## src/rtl/edge_frame_writer_pkg.sv

```systemverilog
// Shared types and constants for the edge-image frame writer.
package edge_writer_pkg;

  localparam int unsigned WORD_BYTES = 4;
  localparam int unsigned PIX_W      = 8;
  localparam int unsigned WORD_W     = WORD_BYTES * PIX_W;

  typedef enum logic [1:0] {
    IDLE,
    RUN,
    DRAIN,
    DONE
  } ewr_state_t;

endpackage

```

## src/rtl/edge_frame_writer_if.sv

```systemverilog
// Frame-memory write port: show-ahead valid/ready word writes.
interface edge_frame_writer_if
  import edge_writer_pkg::*;
#(
  parameter int unsigned ADDR_W = 16
);

  logic [ADDR_W-1:0] mem_addr;
  logic [WORD_W-1:0] mem_wdata;
  logic              mem_wvalid;
  logic              mem_wready;

  modport master (
    output mem_addr,
    output mem_wdata,
    output mem_wvalid,
    input  mem_wready
  );

  modport slave (
    input  mem_addr,
    input  mem_wdata,
    input  mem_wvalid,
    output mem_wready
  );

endinterface

```

## src/rtl/edge_frame_writer_fifo.sv

```systemverilog
// Show-ahead synchronous FIFO; dout reads as zero while empty.
module sync_fifo #(
  parameter int unsigned WIDTH = 8,
  parameter int unsigned DEPTH = 16
) (
  input  logic             clk,
  input  logic             rstN,
  input  logic             push,
  input  logic             pop,
  input  logic [WIDTH-1:0] din,
  output logic [WIDTH-1:0] dout,
  output logic             full,
  output logic             empty
);

  localparam int unsigned AW = $clog2(DEPTH);

  logic [AW:0]      wr_ptr_q, wr_ptr_d;
  logic [AW:0]      rd_ptr_q, rd_ptr_d;
  logic [WIDTH-1:0] mem_q [DEPTH];
  logic [WIDTH-1:0] mem_d [DEPTH];
  logic             wr_en, rd_en;

  assign empty = (wr_ptr_q == rd_ptr_q);
  assign full  = (wr_ptr_q == {~rd_ptr_q[AW], rd_ptr_q[AW-1:0]});
  assign rd_en = pop && !empty;
  // A push into a full FIFO is only taken when the head leaves in the same cycle.
  assign wr_en = push && (!full || rd_en);
  assign dout  = empty ? '0 : mem_q[rd_ptr_q[AW-1:0]];

  always_comb begin
    mem_d    = mem_q;
    wr_ptr_d = wr_ptr_q;
    rd_ptr_d = rd_ptr_q;
    if (wr_en) begin
      mem_d[wr_ptr_q[AW-1:0]] = din;
      wr_ptr_d                = wr_ptr_q + (AW+1)'(1);
    end
    if (rd_en) begin
      rd_ptr_d = rd_ptr_q + (AW+1)'(1);
    end
  end

  always_ff @(posedge clk or negedge rstN) begin
    if (!rstN) begin
      wr_ptr_q <= '0;
      rd_ptr_q <= '0;
    end else begin
      wr_ptr_q <= wr_ptr_d;
      rd_ptr_q <= rd_ptr_d;
    end
  end

  always_ff @(posedge clk) begin
    mem_q <= mem_d;
  end

endmodule

```

## src/rtl/edge_frame_writer.sv

```systemverilog
// Packs the hysteresis edge stream into 32-bit words and writes one frame
// in raster order to frame memory through a buffered valid/ready port.
module edge_frame_writer
  import edge_writer_pkg::*;
#(
  parameter int unsigned IMG_W      = 512,
  parameter int unsigned IMG_H      = 512,
  parameter int unsigned ADDR_W     = 16,
  parameter int unsigned FIFO_DEPTH = 16
) (
  input  logic                clk,
  input  logic                rstN,
  input  logic                start,
  input  logic [ADDR_W-1:0]   base_addr,
  input  logic [PIX_W-1:0]    edge_in,
  input  logic                edge_in_valid,
  edge_frame_writer_if.master mem,
  output logic                busy,
  output logic                frame_done,
  output logic                overflow
);

  localparam int unsigned NPIX  = IMG_W * IMG_H;
  localparam int unsigned CNT_W = $clog2(NPIX);
  localparam int unsigned ACC_W = (WORD_BYTES - 1) * PIX_W;
  localparam int unsigned ENT_W = ADDR_W + WORD_W;

  ewr_state_t        state_q, state_d;
  logic [ADDR_W-1:0] base_q, base_d;
  logic [ADDR_W-1:0] widx_q, widx_d;
  logic [CNT_W-1:0]  cnt_q, cnt_d;
  logic [ACC_W-1:0]  acc_q, acc_d;
  logic              ovf_q, ovf_d;

  logic              word_push, fifo_pop, fifo_full, fifo_empty;
  logic [ENT_W-1:0]  fifo_din, fifo_dout;

  // Lanes 0..2 shift in from the top, so lane 0 ends up in the low byte.
  assign fifo_din = {base_q + widx_q, edge_in, acc_q};
  assign fifo_pop = mem.mem_wvalid && mem.mem_wready;

  assign mem.mem_wvalid               = !fifo_empty;
  assign {mem.mem_addr, mem.mem_wdata} = fifo_dout;

  assign busy       = (state_q != IDLE);
  assign frame_done = (state_q == DONE);
  assign overflow   = ovf_q;

  always_comb begin
    state_d   = state_q;
    base_d    = base_q;
    widx_d    = widx_q;
    cnt_d     = cnt_q;
    acc_d     = acc_q;
    ovf_d     = ovf_q;
    word_push = 1'b0;
    unique case (state_q)
      IDLE: begin
        if (start) begin
          base_d  = base_addr;
          widx_d  = '0;
          cnt_d   = '0;
          acc_d   = '0;
          ovf_d   = 1'b0;
          state_d = RUN;
        end
      end
      RUN: begin
        if (edge_in_valid) begin
          cnt_d = cnt_q + CNT_W'(1);
          if (cnt_q[1:0] == 2'(WORD_BYTES - 1)) begin
            word_push = 1'b1;
            widx_d    = widx_q + ADDR_W'(1);
          end else begin
            acc_d = {edge_in, acc_q[ACC_W-1:PIX_W]};
          end
          if (cnt_q == CNT_W'(NPIX - 1)) begin
            state_d = DRAIN;
          end
        end
      end
      DRAIN: begin
        if (fifo_empty) begin
          state_d = DONE;
        end
      end
      DONE: begin
        state_d = IDLE;
      end
      default: state_d = IDLE;
    endcase
    // The word index still advances on a dropped word so later addresses stay right.
    if (word_push && fifo_full && !fifo_pop) begin
      ovf_d = 1'b1;
    end
  end

  always_ff @(posedge clk or negedge rstN) begin
    if (!rstN) begin
      state_q <= IDLE;
      base_q  <= '0;
      widx_q  <= '0;
      cnt_q   <= '0;
      acc_q   <= '0;
      ovf_q   <= 1'b0;
    end else begin
      state_q <= state_d;
      base_q  <= base_d;
      widx_q  <= widx_d;
      cnt_q   <= cnt_d;
      acc_q   <= acc_d;
      ovf_q   <= ovf_d;
    end
  end

  sync_fifo #(
    .WIDTH (ENT_W),
    .DEPTH (FIFO_DEPTH)
  ) u_fifo (
    .clk   (clk),
    .rstN  (rstN),
    .push  (word_push),
    .pop   (fifo_pop),
    .din   (fifo_din),
    .dout  (fifo_dout),
    .full  (fifo_full),
    .empty (fifo_empty)
  );

endmodule
```

## src/flat_wrapper.sv

```systemverilog
// flat-port wrapper written by rule: the top's interface ports become plain ports
module edge_frame_writer_flat import edge_writer_pkg::*;
#(
  parameter int unsigned IMG_W      = 512,
  parameter int unsigned IMG_H      = 512,
  parameter int unsigned ADDR_W     = 16,
  parameter int unsigned FIFO_DEPTH = 16
)
  (clk, rstN, start, base_addr, edge_in, edge_in_valid, busy, frame_done, overflow, mem_mem_addr, mem_mem_wdata, mem_mem_wvalid, mem_mem_wready);
  edge_frame_writer_if #(.ADDR_W(ADDR_W)) mem_i ();
  input  logic clk;
  input  logic rstN;
  input  logic start;
  input  logic [ADDR_W-1:0] base_addr;
  input  logic [PIX_W-1:0] edge_in;
  input  logic edge_in_valid;
  output logic busy;
  output logic frame_done;
  output logic overflow;
  output wire logic [$bits(mem_i.mem_addr)-1:0] mem_mem_addr;
  output wire logic [$bits(mem_i.mem_wdata)-1:0] mem_mem_wdata;
  output wire logic [$bits(mem_i.mem_wvalid)-1:0] mem_mem_wvalid;
  input wire logic [$bits(mem_i.mem_wready)-1:0] mem_mem_wready;
  assign mem_mem_addr = mem_i.mem_addr;
  assign mem_mem_wdata = mem_i.mem_wdata;
  assign mem_mem_wvalid = mem_i.mem_wvalid;
  assign mem_i.mem_wready = mem_mem_wready;
  edge_frame_writer #(.IMG_W(IMG_W), .IMG_H(IMG_H), .ADDR_W(ADDR_W), .FIFO_DEPTH(FIFO_DEPTH)) u_core (.clk(clk), .rstN(rstN), .start(start), .base_addr(base_addr), .edge_in(edge_in), .edge_in_valid(edge_in_valid), .mem(mem_i), .busy(busy), .frame_done(frame_done), .overflow(overflow));
endmodule
```

## config.mk

```make
export PLATFORM = sky130hd
export DESIGN_NAME = edge_frame_writer_flat
export DESIGN_NICKNAME = d
export VERILOG_FILES = /design/src/rtl/edge_frame_writer_pkg.sv /design/src/rtl/edge_frame_writer_if.sv /design/src/rtl/edge_frame_writer_fifo.sv /design/src/rtl/edge_frame_writer.sv /design/src/flat_wrapper.sv
export SDC_FILE = /design/constraint.sdc
export NUM_CORES = 1
export LEC_CHECK = 0
export ABC_AREA = 1
export CAP_MARGIN = 5
export CORE_AREA = 2 2 238 287
export CTS_BUF_LIST = sky130_fd_sc_hd__clkbuf_8
export DETAILED_ROUTE_END_ITERATION = 6
export DIE_AREA = 0 0 240 289
export HOLD_SLACK_MARGIN = 0.1
export PLACE_DENSITY = 0.79
export SLEW_MARGIN = 20
export SYNTH_ARGS = -nofsm -noshare
export SYNTH_HDL_FRONTEND = slang
export SYNTH_SLANG_ARGS = --single-unit
```

## constraint.sdc

```tcl
create_clock -name clk -period 7.3 [get_ports clk]
set_input_delay 1.46 -clock clk [delete_from_list [all_inputs] [get_ports clk]]
set_output_delay 1.46 -clock clk [all_outputs]
set_load 0.05 [all_outputs]
```

-- Word-level counts from Yosys, hierarchy flattened
Index checks and enable logic that the tools add are counted.
Widths: inputs -> output; s select.
- bits in registers: 855
- input bits: 29
- output and inout bits: 52
- logic and storage cells: 98
- add/sub/neg operators: 5
- order comparisons: 3
- equality and inequality tests: 13
- mux-type cells: 29
- bitwise logic cells: 3
- reduce and logical (&&, ||, !) cells: 21
- operators with widths (cell ; count):
    $bwmux 768 ; 1
    $bmux 48 s4 ; 1
    $demux 48 s4 ; 1
    $mux 48 ; 4
    $mux 24 ; 3
    $mux 16 ; 3
    $pmux 24 s2 ; 1
    $mux 18 ; 2
    $pmux 18 s2 ; 1
    $pmux 16 s2 ; 1
    $add 18x1->18 const B ; 1
    $eq 18x18->1 const B ; 1
    $add 16x1->16 const B ; 1
    $add 16x16->16 ; 1
    $reduce_and 4->1 ; 3
    $add 5x1->5 const B ; 2
    $eq 5x5->1 ; 2
    $ge 5x5->1 const B ; 2
    $not 4->5 ; 2
    $mux 2 ; 4
    $pmux 2 s4 ; 1
    $reduce_bool 2->1 ; 4
    $eq 2x2->1 const B ; 3
    $logic_and 1x1->1 ; 6
    11 further kinds ; 23

-- Logic depth before layout (Yosys ltp)
Gate-level depths: netlist (run 1).
- depth after elaboration: 8
- depth in mapped cells: 11
- depth with buffers taken out: 11

-- By module
A second synthesis (run 1) with hierarchy kept.
- cells, all modules: 3974
- area total of the unflattened synthesis: 38663.3 um^2
- by module, submodules not included (module ; instances ; cells each ; area each (um^2) ; seq. area each (um^2)):
    sync_fifo ; 1 ; 3312 ; 33762.4 ; 23312.4
    edge_frame_writer ; 1 ; 662 ; 4901.0 ; 1926.8

-- Least setup slack after synthesis (run 1)
OpenSTA, ideal clock, no wires.
- path kind: input to register
- start point: input port edge_in_valid
- end point: register u_core.u_fifo.mem_q[100] (netlist name), enable pin
- setup time: 0.513 ns
- data arrival time: 5.370 ns
- data required time: 6.787 ns
- setup slack: 1.417 ns
- stages: 5
- path buffers: 1
- path through: inv_1 > nor3_2 > nand2_2 > buf_2 > nor3_1
- longest elaborated chain between the ends: 3
- RTL lines (item ; RTL line ; RTL):
    from (decl) ; flat_wrapper.sv:16 ; input logic edge_in_valid;
    $mux 1 ; edge_frame_writer.sv:69 ; if (edge_in_valid) begin
    $mux 1 ; edge_frame_writer.sv:57 ; unique case (state_q)
    $logic_and 1x1->1 ; edge_frame_writer_fifo.sv:28 ; assign wr_en = push && (!full || rd_en);
    to (signal assigned) ; edge_frame_writer_fifo.sv:55 ; mem_q <= mem_d;
    to (decl) ; edge_frame_writer_fifo.sv:20 ; logic [WIDTH-1:0] mem_q [DEPTH];
Every way passes these cells.
A chain may end at the register's enable or synchronous reset.

-- Worst setup path in the final report (run 1)
- start point: register u_core.u_fifo.rd_ptr_q[0]
- end point: output port mem_mem_wdata[1]
- longest elaborated chain between the ends: 5
- elaborated cells on any way between the ends: 6
- classes of those cells: eq/ne: 1; mux: 4; bitwise: 1
- RTL lines (item ; RTL line ; RTL):
    from (decl) ; edge_frame_writer_fifo.sv:19 ; logic [AW:0] rd_ptr_q, rd_ptr_d;
    from (signal assigned) ; edge_frame_writer_fifo.sv:50 ; rd_ptr_q <= rd_ptr_d;
    $not 4->5 (implied by the code) ; edge_frame_writer_fifo.sv:29 ; assign dout = empty ? '0 : mem_q[rd_ptr_q[AW-1:0]];
    $bmux 48 s4 ; edge_frame_writer_fifo.sv:29 ;
    $mux 48 (implied by the code) (2 in series) ; edge_frame_writer_fifo.sv:29 ;
    $mux 48 (*) ; edge_frame_writer_fifo.sv:29 ;
    to (decl) ; flat_wrapper.sv:21 ; output wire logic [$bits(mem_i.mem_wdata)-1:0] mem_mem_wdata;
Mark *: on every way between the ends. The rest lies on a longest branch, timed or not. The select of a mux whose other input is x is not followed.

==> flow_summary_export.csv, run 1 <==
group,metric,value,unit
status,run_status,"complete, no violations",
finish,fin_cells,4314,
critical_path,required,5.84,ns
placement,dp_hpwl,44100,um
sta,final.setup_skew,0.0421,ns
route,ant_nets,0,
route,routed_wirelength,83800,um
route,drt-initial-drc-count,2415,
synth,syn_inst,3232,
route,vias_per_cell,5.62,
power_and_ir_drop,combPwrFrac,39.4,%
critical_path,crit_top_cell,"nand2_1",
global_routing,first_global_vias,23600,
synth,syn-num-nets,3288,
sta,slew_violations,0,
power_and_ir_drop,switching_share,41.3,%
synth,synth_top_flop_cell,"edfxtp_1",
synth,yosys.cell_types.count,41,
sta,hold_viol_final,0,
global_routing,grt_max_degree,143,
synth,synth.area.top_cells,"edfxtp_1 (64%), nand2_1 (6.1%), nor2_1 (6.1%)",
critical_path,worstSetupEndpointType,"output port",
route,drc,0,
power_and_ir_drop,power.internal,0.00954,W
synth,synth_edf_count,768,
placement,place.gp.congestion,0.886,
global_routing,antenna_found_initial,2,
power_and_ir_drop,power,0.0163,W
synth,yosys.area.top_type,"edfxtp_1",
clocking,cts_hold_repair.buffers,0,
route,detailedRoute.firstPassIterationCount,5,
power_and_ir_drop,p_leak,14.8,nW
floorplan,dieArea,69400,um^2
sta,relSlewSlack,24.2,%
synth,synth.most_common_cell,"edfxtp_1",
synth,avgSynthCellArea,11.2,um^2
synth,syn-cell-area,36300,um^2
clocking,cts_tree,"yes",
finish,area_growth,10.4,%
floorplan,ios,81,
sta,post-route-period-util,86.3,%
critical_path,worstSetupPathType,"flip-flop to output port",
synth,ys_warn_count,0,
floorplan,num_rows,104,
synth,ys_ff_latch,855,
critical_path,worstSetupStartpointType,"flip-flop",
power_and_ir_drop,power_switching,0.00672,W
synth,seq_area_frac_synth,69.5,%
clocking,path_clk_slew,0.06,ns
sta,setup_viol,0,
clocking,cts_buffers,130,
finish,drive_gt1_share,8.88,%
clocking,cts_sinks,855,
power_and_ir_drop,clkPwrFrac,22.4,%
critical_path,path_cells,"inv_8, nand2_1, nand2_1, nor2_2, nand3_2, inv_2, buf_4, a21oi_1, clkdlybuf4s50_1",
clocking,post_cts_buffers,0,
power_and_ir_drop,p_seq_share,38.2,%
synth,synth-async-reset-ratio,10.2,%
critical_path,cp_slowest_cell,"dfrtp_4",
critical_path,arrival,4.84,ns
floorplan,dieWidth,240,um
route,via_count,24300,
power_and_ir_drop,p_per_area,406,nW/um^2
global_routing,grt_pass1_wl,129000,um
sta,rsz0062_at_grt,"false",
placement,io_buffers,80,
route,routedWlPerCell,19.4,um
sta,tns,0,ns
global_routing,grt_use_total,24.4,%
sta,max_freq,159,MHz
synth,synth_top_area_share,63.5,%
min_path,hold_path_class,"flip-flop to flip-flop",
floorplan,initial_utilization,54.5,%
global_routing,overflow,0,
flow_run,maxCapViolCount,0,
critical_path,crit_fanout,142,
clocking,clk_latency,0.78,ns
clocking,cts-htree-levels,4,
placement,placedCellCount,4084,
clocking,ctsResizeCount,0,
clocking,cts_root_buffer,"clkbuf_8",
floorplan,core-area,66600,um^2
power_and_ir_drop,ir_worst_vdd,0.341,mV
finish,layout.nets,3371,
synth,synth_common_cells,"edfxtp_1 (768), nand2_1 (591), nor2_1 (589)",
floorplan,die_h,289,um
sta,period_needed,6.30,ns
critical_path,worst_path_largest_cell_delay,1.09,ns
sta,tightest_slew,1.13,ns
clocking,clock_path_buffers,3,
==> worst paths after layout <==
path                                                       startpoint                               endpoint  slack [ns]  cells past startpoint
worst min register to register          u_core.base_q[11]$_DFFE_PN0P_          u_core.base_q[11]$_DFFE_PN0P_        0.51                      1
min in group asynchronous                                        rstN           u_core.base_q[9]$_DFFE_PN0P_        0.61                      1
worst max register to register  u_core.u_fifo.rd_ptr_q[0]$_DFFE_PN0P_     u_core.u_fifo.mem_q[373]$_DFFE_PP_        2.82                      8
worst max-delay path            u_core.u_fifo.rd_ptr_q[0]$_DFFE_PN0P_                       mem_mem_wdata[1]        1.00                      9
max in group asynchronous                                        rstN  u_core.u_fifo.rd_ptr_q[0]$_DFFE_PN0P_        5.51                      2
worst min-delay path                    u_core.base_q[11]$_DFFE_PN0P_          u_core.base_q[11]$_DFFE_PN0P_        0.51                      1
==> layout by cell type, fill, tap and decap left out, types with 3 or more instances in the layout <==
| cell type | synthesis | final |
|---|---|---|
| clkinv_1 | 1 | 21 |
| ha_1 | 26 | 26 |
| o211ai_1 | 49 | 49 |
| o21ai_1 | 88 | 88 |
| nand4_1 | 28 | 28 |
| dfrtp_1 | 87 | 84 |
| edfxtp_1 | 768 | 768 |
| clkinv_2 | 0 | 9 |
| and2_1 | 5 | 5 |
| inv_8 | 0 | 3 |
| nor3_2 | 1 | 14 |
| buf_4 | 14 | 40 |
| nand2_2 | 3 | 3 |
| inv_6 | 0 | 7 |
| xor2_2 | 1 | 5 |
| clkdlybuf4s50_1 | 0 | 79 |
| nor2_2 | 4 | 4 |
| xor2_1 | 14 | 10 |
| nor2_4 | 1 | 3 |
| o22ai_1 | 16 | 16 |
| inv_2 | 11 | 10 |
| nor3_1 | 24 | 9 |
| mux2_2 | 16 | 16 |
| a21oi_1 | 36 | 36 |
| clkinvlp_4 | 0 | 4 |
| a21oi_2 | 34 | 33 |
| inv_1 | 180 | 226 |
| clkbuf_8 | 0 | 139 |
| nor2_1 | 589 | 587 |
| o21ai_0 | 288 | 288 |
| nand2_1 | 591 | 591 |
| nand3_1 | 189 | 189 |
==> critical path, delay by kind of cell (launching register included) <==
kind / cells / cell delay [ns]
simple gates: 4 / 0.50
compound gates: 1 / 0.14
flops: 1 / 1.09
buf+inv: 4 / 2.30
==> routing by layer <==
layer	GRT usage (%)	vias to the layer above	wire (um)
met5	0	-	11
met4	10.7	2	2920
met3	5.25	216	7680
met2	41.2	1128	41300
met1	30.6	11600	32000
li1	-	11300	-
==> power by group through the flow <==
stage	clock [W]	combinational, W	sequential, W
detailed placement	0	0.00634	0.00632
finish	0.00364	0.00640	0.00622
floorplan	0	0.00478	0.00609
global route	0.00390	0.00696	0.00625
global placement	0	0.00624	0.00630
CTS	0.00369	0.00637	0.00622
==> through the flow <==
| stage | area, um^2 | hold WS (ns) | utilization (%) | setup slack, ns |
|---|---|---|---|---|
| after CTS | 40000 | 0.512 | 60.1 | 0.984 |
| after global placement | 37700 | 0.491 | 56.5 | 1.90 |
| final | 40100 | 0.515 | 60.2 | 1.00 |
| after floorplan | 36300 | 0.475 | - | 1.42 |
| after global routing | 40100 | 0.536 | 60.2 | 0.758 |
| after detailed placement | 37700 | 0.479 | 56.5 | 1.85 |
==> state kept, by name (all words and copies together), names as in the netlist <==
signal                  count
u_core.overflow             1
u_core.u_fifo.rd_ptr_q      5
u_core.cnt_q               18
u_core.u_fifo.mem_q       768
u_core.acc_q               24
u_core.widx_q              16
u_core.state_q              2
u_core.u_fifo.wr_ptr_q      5
u_core.base_q              16
==> area by class of cell <==
type	count	area, um^2
antenna	1	2.50
clock buffer	139	1910
clock inverter	90	459
fill	5063	26500
inverter	192	736
multi-input combinational	2016	9490
sequential	855	25200
tap	901	1130
timing repair buffer	120	1100
==> cells by family after synthesis <==
group                    after synthesis  synth area share (%)
AND/OR/NAND/NOR                     1441                  16.0
flip-flops                           855                  69.5
AO/OA/AOI/OAI                        515                  7.87
buffers and inverters                361                  4.70
adder cells (fa/ha/maj)               27                 0.951
XOR/XNOR                              17                 0.431
multiplexers                          16                 0.496
(Power assumes the default switching activity.)
==> inputs of run 2 (changes only) <==
--- a/config.mk
+++ b/config.mk
@@ -7,12 +7,12 @@
 export LEC_CHECK = 0
 export ABC_AREA = 1
 export CAP_MARGIN = 5
-export CORE_AREA = 2 2 238 287
+export CORE_AREA = 2 2 335 204
 export CTS_BUF_LIST = sky130_fd_sc_hd__clkbuf_8
 export DETAILED_ROUTE_END_ITERATION = 6
-export DIE_AREA = 0 0 240 289
+export DIE_AREA = 0 0 337 206
 export HOLD_SLACK_MARGIN = 0.1
-export PLACE_DENSITY = 0.79
+export PLACE_DENSITY = 0.8
 export SLEW_MARGIN = 20
 export SYNTH_ARGS = -nofsm -noshare
 export SYNTH_HDL_FRONTEND = slang
==> flow_summary_export.csv, run 2 (synthesis results as in run 1) <==
group,metric,value,unit
status,run_status,"complete, no violations",
critical_path,required,5.84,ns
sta,hold_viol_final,0,
critical_path,path_cells,"buf_12, nand2_1, nand2_1, nor2_2, nand3_2, clkinv_2, a21oi_1, clkdlybuf4s50_1",
clocking,cts_buffers,116,
critical_path,crit_buf_inv,3,
finish,diodes,0,
power_and_ir_drop,combPwrFrac,40.8,%
floorplan,dieWidth,337,um
floorplan,core-area,66900,um^2
global_routing,antenna_found_initial,1,
sta,period_needed,6.01,ns
critical_path,crit_top_cell,"nand2_1",
critical_path,reg2reg_from,"u_core.state_q[1]$_DFFE_PN0P_",
sta,slew_violations,0,
clocking,cts_root_buffer,"clkbuf_8",
sta,setup_ws,1.29,ns
route,drc,0,
power_and_ir_drop,p_seq_share,37.9,%
placement,dp_hpwl,46300,um
floorplan,die_h,206,um
power_and_ir_drop,ir_worst_vdd,0.415,mV
sta,rsz0062_at_grt,"false",
sta,relSlewSlack,21.7,%
clocking,cts_tree,"yes",
floorplan,num_rows,74,
global_routing,grt_pass1_wl,133000,um
clocking,cts_sinks,855,
sta,post-route-period-util,82.4,%
sta,final.setup_skew,0.0370,ns
critical_path,r2r-end,"u_core.u_fifo.mem_q[11]$_DFFE_PP_",
flow_run,maxCapViolCount,0,
global_routing,grt_max_degree,235,
power_and_ir_drop,switching_share,41.8,%
power_and_ir_drop,power_switching,0.00677,W
floorplan,dieArea,69400,um^2
clocking,post_cts_buffers,0,
critical_path,r2r_cells,7,
clocking,clk_latency,0.75,ns
placement,io_buffers,80,
sta,tightest_slew,1.17,ns
clocking,path_clk_slew,0.06,ns
power_and_ir_drop,clkPwrFrac,21.4,%
critical_path,worstSetupEndpointType,"output port",
min_path,holdPathStages,2,
route,detailedRoute.firstPassIterationCount,6,
placement,place.gp.congestion,0.857,
power_and_ir_drop,power.internal,0.00942,W
finish,reg_top3,"u_core.u_fifo.mem_q x768, u_core.acc_q x24, u_core.cnt_q x18",
clocking,cts_hold_repair.buffers,0,
global_routing,first_global_vias,22400,
route,routedWlPerCell,20.3,um
route,vias_per_cell,5.65,
power_and_ir_drop,p_leak,14.8,nW
route,routed_wirelength,87700,um
critical_path,worstSetupStartpointType,"flip-flop",
critical_path,crit_family,"buffers and inverters",
global_routing,grt_use_total,25.4,%
sta,max_freq,166,MHz
min_path,min-delay-start,"u_core.overflow$_DFFE_PN0P_",
critical_path,crit_fanout,225,
critical_path,worstSetupPathType,"flip-flop to output port",
finish,drive_gt1_share,8.77,%
min_path,hold_path_class,"flip-flop to flip-flop",
clocking,clock_path_buffers,3,
power_and_ir_drop,p_per_area,404,nW/um^2
clocking,cts-htree-levels,3,
placement,pre_cts_slack,1.91,ns
finish,final_common_cell,"edfxtp_1",
sta,tns,0,ns
finish,top_register,"u_core.u_fifo.mem_q",
floorplan,ios,81,
route,drt-initial-drc-count,3451,
finish,layout_common_cells,"edfxtp_1 (768), nand2_1 (591), nor2_1 (587)",
sta,setup_viol,0,
finish,layout.nets,3364,
critical_path,worst-r2r-setup-slack,3.02,ns
finish,fill_cells,5115,
clocking,ctsResizeCount,0,
min_path,holdPathEnd,"u_core.overflow$_DFFE_PN0P_",
route,via_count,24400,
critical_path,cp_slowest_cell,"clkdlybuf4s50_1",
critical_path,arrival,4.55,ns
finish,area_growth,10.3,%
route,ant_nets,0,
floorplan,initial_utilization,54.2,%
global_routing,overflow,0,
critical_path,worst_path_largest_cell_delay,0.89,ns
finish,largest_reg_flops,768,
==> run 2: layout make-up <==
type	instances	area [um^2]	area share, %
Sequential cell	855	25200	63.1
Multi-Input combinational cell	2016	9480	23.7
Clock buffer	132	1820	4.54
Timing Repair Buffer	127	1210	3.03
Tap cell	912	1140	2.85
Inverter	192	737	1.84
Clock inverter	86	387	0.966
==> run 2: worst max-delay path by stage <==
stage,from,slack (ns),cells past startpoint,end
after floorplan,edge_in_valid,1.42,5,u_core.u_fifo.mem_q[100]$_DFFE_PP_
after global placement,u_core.u_fifo.rd_ptr_q[0]$_DFFE_PN0P_,1.91,8,mem_mem_wdata[1]
after detailed placement,u_core.u_fifo.rd_ptr_q[0]$_DFFE_PN0P_,1.91,8,mem_mem_wdata[1]
after CTS,u_core.u_fifo.rd_ptr_q[0]$_DFFE_PN0P_,1.12,8,mem_mem_wdata[1]
after global routing,u_core.u_fifo.rd_ptr_q[0]$_DFFE_PN0P_,0.92,9,mem_mem_addr[15]
final,u_core.u_fifo.rd_ptr_q[0]$_DFFE_PN0P_,1.29,8,mem_mem_wdata[1]
==> run 2: worst min-delay path: stages, from the launching register on <==
cell     delay (ns)
dfrtp_1        0.34
nand2_1        0.05
o21ai_0        0.07
==> run 2: through the flow <==
stage	instances	total power [W]	area, um^2	utilization, %	hold slack [ns]
global route	4320	0.0170	40000	59.8	0.518
global placement	4102	0.0127	37800	56.4	0.486
detailed placement	4102	0.0128	37800	56.5	0.484
finish	4320	0.0162	40000	59.8	0.498
floorplan	3232	0.0109	36300	-	0.475
CTS	4320	0.0162	40000	59.8	0.503
==> run 2: layer usage <==
layer,part of all wire (%),vias up,track usage (%)
met5,0,-,0
met2,44,1340,38.4
li1,-,11300,-
met3,11,159,4.98
met1,42,11600,37.7
met4,2.5,0,7.41
==> run 2: power groups by stage <==
stage | logic, W | clock network [W] | registers [W]
global route | 0.00714 | 0.00370 | 0.00616
floorplan | 0.00478 | 0 | 0.00609
detailed placement | 0.00654 | 0 | 0.00623
global placement | 0.00646 | 0 | 0.00622
CTS | 0.00657 | 0.00350 | 0.00612
finish | 0.00660 | 0.00346 | 0.00613
